$ cat config.mk
export PLATFORM = sky130hd
export DESIGN_NAME = seg_scan_ctrl
export DESIGN_NICKNAME = d
export VERILOG_FILES = /design/src/rtl/seg_scan_ctrl.sv
export SDC_FILE = /design/constraint.sdc
export NUM_CORES = 1
export LEC_CHECK = 0
export BUFFER_PORTS_ARGS = -buffer_cell sky130_fd_sc_hd__buf_4
export CAP_MARGIN = 5
export CELL_PAD_IN_SITES_DETAIL_PLACEMENT = 1
export CELL_PAD_IN_SITES_GLOBAL_PLACEMENT = 1
export CORE_ASPECT_RATIO = 1.75
export CORE_MARGIN = 1.5
export CORE_UTILIZATION = 50
export CTS_BUF_LIST = sky130_fd_sc_hd__clkbuf_8
export CTS_CLUSTER_DIAMETER = 60
export DETAILED_ROUTE_END_ITERATION = 12
export PLACE_DENSITY = 0.84
export SLEW_MARGIN = 20
export SYNTH_ARGS = -nofsm -noshare
export SYNTH_HDL_FRONTEND = slang
export SYNTH_SLANG_ARGS = --single-unit
$ cat constraint.sdc
create_clock -name clk -period 5.3 [get_ports clk]
set_input_delay 1.59 -clock clk [delete_from_list [all_inputs] [get_ports clk]]
set_output_delay 1.59 -clock clk [all_outputs]
set_load 0.02 [all_outputs]
$ cat src/rtl/seg_scan_ctrl.sv
`default_nettype none
// seg_scan_ctrl: multiplexes one 7-segment decoder across NUM_DIGITS common-anode digits,
// with a double-buffered frame that commits only at the digit-0 boundary. Rev 1.0
module seg_scan_ctrl #(
  parameter int NUM_DIGITS   = 4,
  parameter int REFRESH_DIV  = 50000,
  parameter int GUARD_CYCLES = 8
) (
  input  logic                    clk,
  input  logic                    rst_n,
  input  logic                    load,
  input  logic [4*NUM_DIGITS-1:0] data_in,
  input  logic [NUM_DIGITS-1:0]   blank_in,
  input  logic [NUM_DIGITS-1:0]   dp_in,
  output logic [3:0]              nibble,
  output logic [NUM_DIGITS-1:0]   an_n,
  output logic                    dp_n,
  output logic                    frame_start,
  output logic                    pending
);

  localparam int MAX_CNT = (REFRESH_DIV > GUARD_CYCLES) ? REFRESH_DIV : GUARD_CYCLES;
  localparam int CW      = $clog2(MAX_CNT + 1);
  localparam int IW      = (NUM_DIGITS > 1) ? $clog2(NUM_DIGITS) : 1;

  localparam logic [IW-1:0] LAST_IDX  = IW'(NUM_DIGITS - 1);
  localparam logic [CW-1:0] SHOW_END  = CW'(REFRESH_DIV - 1);
  localparam logic [CW-1:0] GUARD_END = CW'(GUARD_CYCLES - 1);

  typedef enum logic [0:0] {
    GUARD = 1'b0,
    SHOW  = 1'b1
  } state_t;

  state_t                  state, state_nx;
  logic [CW-1:0]           cnt, cnt_nx;
  logic [IW-1:0]           idx, idx_nx;
  logic                    run;
  logic                    commit;
  logic                    pending_nx;

  logic [4*NUM_DIGITS-1:0] sh_data;
  logic [NUM_DIGITS-1:0]   sh_blank, sh_dp;
  logic [4*NUM_DIGITS-1:0] act_data, act_data_nx;
  logic [NUM_DIGITS-1:0]   act_blank, act_blank_nx;
  logic [NUM_DIGITS-1:0]   act_dp, act_dp_nx;

  logic [3:0]              nibble_nx;
  logic [NUM_DIGITS-1:0]   an_n_nx;
  logic                    dp_n_nx;
  logic                    frame_start_nx;

  always_comb begin
    state_nx       = state;
    cnt_nx         = cnt;
    idx_nx         = idx;
    commit         = 1'b0;
    pending_nx     = pending | load;
    act_data_nx    = act_data;
    act_blank_nx   = act_blank;
    act_dp_nx      = act_dp;
    an_n_nx        = '1;
    dp_n_nx        = 1'b1;
    nibble_nx      = nibble;
    frame_start_nx = 1'b0;

    // run gates the first edge after reset release, so digit 0 lights GUARD_CYCLES+1 edges later
    if (run) begin
      case (state)
        SHOW: begin
          if (cnt == SHOW_END) begin
            state_nx = GUARD;
            cnt_nx   = '0;
          end else begin
            cnt_nx = cnt + CW'(1);
          end
        end
        default: begin
          if (cnt == GUARD_END) begin
            state_nx = SHOW;
            cnt_nx   = '0;
            idx_nx   = (idx == LAST_IDX) ? '0 : idx + IW'(1);
            commit   = (idx == LAST_IDX);
          end else begin
            cnt_nx = cnt + CW'(1);
          end
        end
      endcase
    end

    // A load landing on the commit edge bypasses the shadow so the newest value wins
    if (commit) begin
      pending_nx = 1'b0;
      if (load) begin
        act_data_nx  = data_in;
        act_blank_nx = blank_in;
        act_dp_nx    = dp_in;
      end else if (pending) begin
        act_data_nx  = sh_data;
        act_blank_nx = sh_blank;
        act_dp_nx    = sh_dp;
      end
    end

    if (state_nx == SHOW) begin
      nibble_nx      = act_data_nx[{idx_nx, 2'b00} +: 4];
      dp_n_nx        = ~act_dp_nx[idx_nx];
      frame_start_nx = (state == GUARD) && (idx_nx == '0);
      if (!act_blank_nx[idx_nx]) begin
        an_n_nx = ~(NUM_DIGITS'(1) << idx_nx);
      end
    end
  end

  always_ff @(posedge clk or negedge rst_n) begin
    if (!rst_n) begin
      state       <= GUARD;
      cnt         <= '0;
      idx         <= LAST_IDX;
      run         <= 1'b0;
      pending     <= 1'b0;
      sh_data     <= '0;
      sh_blank    <= '0;
      sh_dp       <= '0;
      act_data    <= '0;
      act_blank   <= '0;
      act_dp      <= '0;
      nibble      <= '0;
      an_n        <= '1;
      dp_n        <= 1'b1;
      frame_start <= 1'b0;
    end else begin
      state       <= state_nx;
      cnt         <= cnt_nx;
      idx         <= idx_nx;
      run         <= 1'b1;
      pending     <= pending_nx;
      act_data    <= act_data_nx;
      act_blank   <= act_blank_nx;
      act_dp      <= act_dp_nx;
      nibble      <= nibble_nx;
      an_n        <= an_n_nx;
      dp_n        <= dp_n_nx;
      frame_start <= frame_start_nx;
      if (load) begin
        sh_data  <= data_in;
        sh_blank <= blank_in;
        sh_dp    <= dp_in;
      end
    end
  end

endmodule
`default_nettype wire

==> run_summary.xml <==
<?xml version="1.0" encoding="UTF-8"?>
<metrics>
  <group name="cts">
    <metric name="clock_root_cell" unit="">sky130_fd_sc_hd__clkbuf_8</metric>
    <metric name="ctsLongestPathBuffers" unit="">2</metric>
    <metric name="worst_skew_pair.late_latency" unit="ps">360</metric>
    <metric name="cts_post_setup_buffers_inserted" unit="">0</metric>
    <metric name="cts.clk_slew.worst_paths" unit="ps">70</metric>
    <metric name="h_tree_depth_reported_by_cts" unit="">3</metric>
    <metric name="cts.repair.resized" unit="">0</metric>
    <metric name="cts_hold_buf" unit="">0</metric>
    <metric name="cts_tree" unit="">built</metric>
    <metric name="clock_sinks" unit="">79</metric>
    <metric name="cts_buffers" unit="">9</metric>
  </group>
  <group name="floorplan">
    <metric name="start_util" unit="">0.5157</metric>
    <metric name="die_area" unit="um2">7953</metric>
    <metric name="fp-row-count" unit="">41</metric>
    <metric name="pin_count" unit="">38</metric>
    <metric name="chipHeight" unit="um">116.9</metric>
    <metric name="die_boundary_width" unit="um">68.06</metric>
    <metric name="fp.coreArea" unit="um2">7182</metric>
  </group>
  <group name="global_route">
    <metric name="antenna_found_initial" unit="">0</metric>
    <metric name="gr-total-overflow" unit="">0</metric>
    <metric name="globalRouteMet2Util" unit="">0.4330</metric>
    <metric name="grt_use_total" unit="">0.2438</metric>
    <metric name="wire_length_of_the_first_global_routing_pass" unit="um">14080</metric>
    <metric name="maximum_number_of_pins_on_one_net_before_global_route_repair" unit="">80</metric>
    <metric name="first_global_vias" unit="">2968</metric>
    <metric name="met1_usage" unit="">0.2767</metric>
    <metric name="groute.layer.met3.usage" unit="">0.05545</metric>
    <metric name="global_route.peak_usage_layer" unit="">met2</metric>
  </group>
  <group name="logic_synthesis">
    <metric name="synthDistinctLibCells" unit="">48</metric>
    <metric name="synth_top_cells_by_area" unit="">sky130_fd_sc_hd__dfrtp_1 (49%), sky130_fd_sc_hd__mux2_2 (5.5%), sky130_fd_sc_hd__dfstp_2 (5.0%)</metric>
    <metric name="ys_warns" unit="">0</metric>
    <metric name="syn-instance-count" unit="">346</metric>
    <metric name="yosys_register_bits" unit="">79</metric>
    <metric name="synth_async_sr_flop_share" unit="">1.000</metric>
    <metric name="cell_type_contributing_the_most_total_cell_area_after_synthesis" unit="">sky130_fd_sc_hd__dfrtp_1</metric>
    <metric name="synth-edff-count" unit="">0</metric>
    <metric name="post_synth.cell_area_avg" unit="um2">10.70</metric>
    <metric name="most_common_cell_in_the_synthesized_netlist" unit="">sky130_fd_sc_hd__dfrtp_1</metric>
    <metric name="synth-seq-area-share" unit="">0.5361</metric>
    <metric name="syn_nets" unit="">375</metric>
    <metric name="synth_top_cell_area_share" unit="">0.4865</metric>
    <metric name="synth_area" unit="um2">3704</metric>
    <metric name="ys.flop_type" unit="">sky130_fd_sc_hd__dfrtp_1</metric>
    <metric name="synth_common_cells" unit="">sky130_fd_sc_hd__dfrtp_1 (72), sky130_fd_sc_hd__nand2_1 (36), sky130_fd_sc_hd__nor2_1 (31), sky130_fd_sc_hd__o21ai_0 (26), sky130_fd_sc_hd__mux2_2 (18)</metric>
  </group>
  <group name="setup_path">
    <metric name="worst-setup-path-type" unit="">primary input to register</metric>
    <metric name="r2r_setup_slack" unit="ps">2360</metric>
    <metric name="critical_path_arrival" unit="ps">3570</metric>
    <metric name="reg2reg_depth" unit="">7</metric>
    <metric name="timing.critical_path.fanout_max" unit="">46</metric>
    <metric name="worst_setup_path_end_kind" unit="">register</metric>
    <metric name="required_time_reported_for_the_critical_path_endpoint" unit="ps">5600</metric>
    <metric name="startpoint_type" unit="">primary input</metric>
  </group>
  <group name="power_and_ir_drop">
    <metric name="totalPowerFinal" unit="uW">1430</metric>
    <metric name="power.density_cell_area" unit="nW/um2">341.8</metric>
    <metric name="cellLeakagePower" unit="uW">0.001816</metric>
    <metric name="max-vdd-ir-drop" unit="mV">0.2274</metric>
  </group>
  <group name="place">
    <metric name="placed_cell_area" unit="um2">4014</metric>
    <metric name="portBuffers" unit="">37</metric>
    <metric name="routabilityCongestion" unit="">0.8389</metric>
    <metric name="detailed_place_hpwl" unit="um">6098</metric>
  </group>
  <group name="outcome">
    <metric name="status" unit="">completed</metric>
  </group>
  <group name="hold_path">
    <metric name="worstHoldPathCells" unit="">1</metric>
    <metric name="timing.hold.worst.class" unit="">register to register</metric>
  </group>
  <group name="sta">
    <metric name="timing.slew.headroom" unit="">0.3415</metric>
    <metric name="setup_violations" unit="">0</metric>
    <metric name="worst_slew_pin_slew" unit="ps">987.8</metric>
    <metric name="finalSetupTns" unit="ps">0</metric>
    <metric name="period_share" unit="">0.6169</metric>
    <metric name="final.setup_skew" unit="ps">4.894</metric>
    <metric name="timing_max_transition_violations_final" unit="">0</metric>
    <metric name="setup_repair_after_global_routing_missed_its_margin" unit="">false</metric>
    <metric name="fin_hold_viols" unit="">0</metric>
    <metric name="min_period" unit="ps">3270</metric>
    <metric name="fmaxAchievable" unit="MHz">305.9</metric>
  </group>
  <group name="layout">
    <metric name="synthToLayoutAreaGrowth" unit="%">12.97</metric>
    <metric name="final.fill_count" unit="">789</metric>
    <metric name="final_nets" unit="">408</metric>
    <metric name="proportion_of_layout_cells_with_a_drive_suffix_above_1" unit="">0.2292</metric>
    <metric name="layout.cell_area.non_filler" unit="um2">4184</metric>
    <metric name="post-route-util" unit="">0.5826</metric>
    <metric name="antenna_cells" unit="">0</metric>
  </group>
  <group name="drt">
    <metric name="drt.antenna.violating_nets" unit="">0</metric>
    <metric name="route.detailed.wl_per_inst" unit="um">18.40</metric>
    <metric name="drt-total-wl" unit="um">8648</metric>
    <metric name="drt-initial-drc-count" unit="">164</metric>
    <metric name="drc" unit="">0</metric>
    <metric name="first_pass_iters" unit="">4</metric>
    <metric name="vias" unit="">2768</metric>
    <metric name="vias_per_std_cell" unit="">5.889</metric>
  </group>
  <group name="run">
    <metric name="max_cap_viol_count" unit="">0</metric>
  </group>
</metrics>
[through the flow]
step | hold slack, ps | cells | worst slack (ps)
3_3_place_gp | 477.8 | 454 | 1732
3_5_place_dp | 486.6 | 454 | 1656
2_1_floorplan | 467.3 | 346 | 2219
4_1_cts | 502.6 | 470 | 2027
6_report | 498.5 | 470 | 2030
5_1_grt | 522.0 | 470 | 1909
[path summary, 6_finish.rpt]
check | endpoint | startpoint
worst max-delay path | dp_n | load
worst max register to register | dp_n | cnt[0]
min in group asynchronous | act_data[11] | rst_n
max in group asynchronous | act_blank[3] | rst_n
worst min register to register | act_dp[3] | act_dp[3]
worst min-delay path | act_dp[3] | act_dp[3]
[per-layer routing]
metal	wire length [um]	vias to the layer above
met1	3491	1424
li1	-	1296
met5	0	-
met2	4739	35
met3	240	13
met4	176	0
[final cells by class]
type / instances / area, um2 / share of cell area
clock inverters: 5 / 18.77 / 0.004486
multi-input cells: 231 / 1556 / 0.3720
flip-flops and latches: 79 / 1986 / 0.4746
clock buffers: 11 / 151.4 / 0.03618
inverters: 19 / 71.32 / 0.01705
repair buffers: 39 / 292.8 / 0.06998
well taps: 86 / 107.6 / 0.02572
[cell families after synthesis]
| group | count (synthesis) | synth area share |
|---|---|---|
| DFF | 79 | 0.5362 |
| muxes | 26 | 0.08412 |
| adders and majority gates | 2 | 0.006756 |
| other | 1 | 0.001013 |
| xor gates and xnor gates | 13 | 0.03074 |
| AOI/OAI and AO/OA | 73 | 0.1334 |
| buffers and inverters | 36 | 0.04358 |
| and+or+nand+nor | 116 | 0.1642 |
[state kept, by name (all words and copies together) (netlist names)]
name and cells:
state 1, frame_start 1, dp_n 1, run 1
pending 1, cnt 16, an_n 4, act_blank 4
act_data 16, sh_blank 4, nibble 4, sh_dp 4
idx 2, sh_data 16, act_dp 4
[where the power goes]
part / switching [uW] / total [uW] / internal [uW]
combinational: 183 / 302 / 119
clock: 203 / 391 / 187
sequential: 60.6 / 738 / 677
total: 447 / 1430 / 983
[critical path: stages]
cell                      delay [ps]
sky130_fd_sc_hd__buf_4           380
sky130_fd_sc_hd__nor2_1          110
sky130_fd_sc_hd__buf_4           220
sky130_fd_sc_hd__nor3_2          300
sky130_fd_sc_hd__mux2_2          390
sky130_fd_sc_hd__mux4_2          460
sky130_fd_sc_hd__nand2_1          80
[layout by cell type, fill, tap and decap left out, types with 5 or more instances in the layout]
cell	synthesis	layout
sky130_fd_sc_hd__nor2_1	31	31
sky130_fd_sc_hd__nand2_1	36	36
sky130_fd_sc_hd__o22ai_1	10	10
sky130_fd_sc_hd__o21ai_0	26	26
sky130_fd_sc_hd__dfstp_2	7	7
sky130_fd_sc_hd__inv_1	17	22
sky130_fd_sc_hd__a32oi_1	6	6
sky130_fd_sc_hd__mux2_2	18	18
sky130_fd_sc_hd__nand3_1	13	13
sky130_fd_sc_hd__clkbuf_8	0	11
sky130_fd_sc_hd__xnor2_1	7	7
sky130_fd_sc_hd__dfrtp_1	72	72
sky130_fd_sc_hd__o41a_1	6	6
sky130_fd_sc_hd__nand4_1	7	7
sky130_fd_sc_hd__xor2_1	6	6
sky130_fd_sc_hd__a21oi_1	8	8
sky130_fd_sc_hd__buf_4	0	39
sky130_fd_sc_hd__nand3b_1	5	5
sky130_fd_sc_hd__mux2i_1	5	5
sky130_fd_sc_hd__o211ai_1	8	8
(Power assumes the default switching activity.)
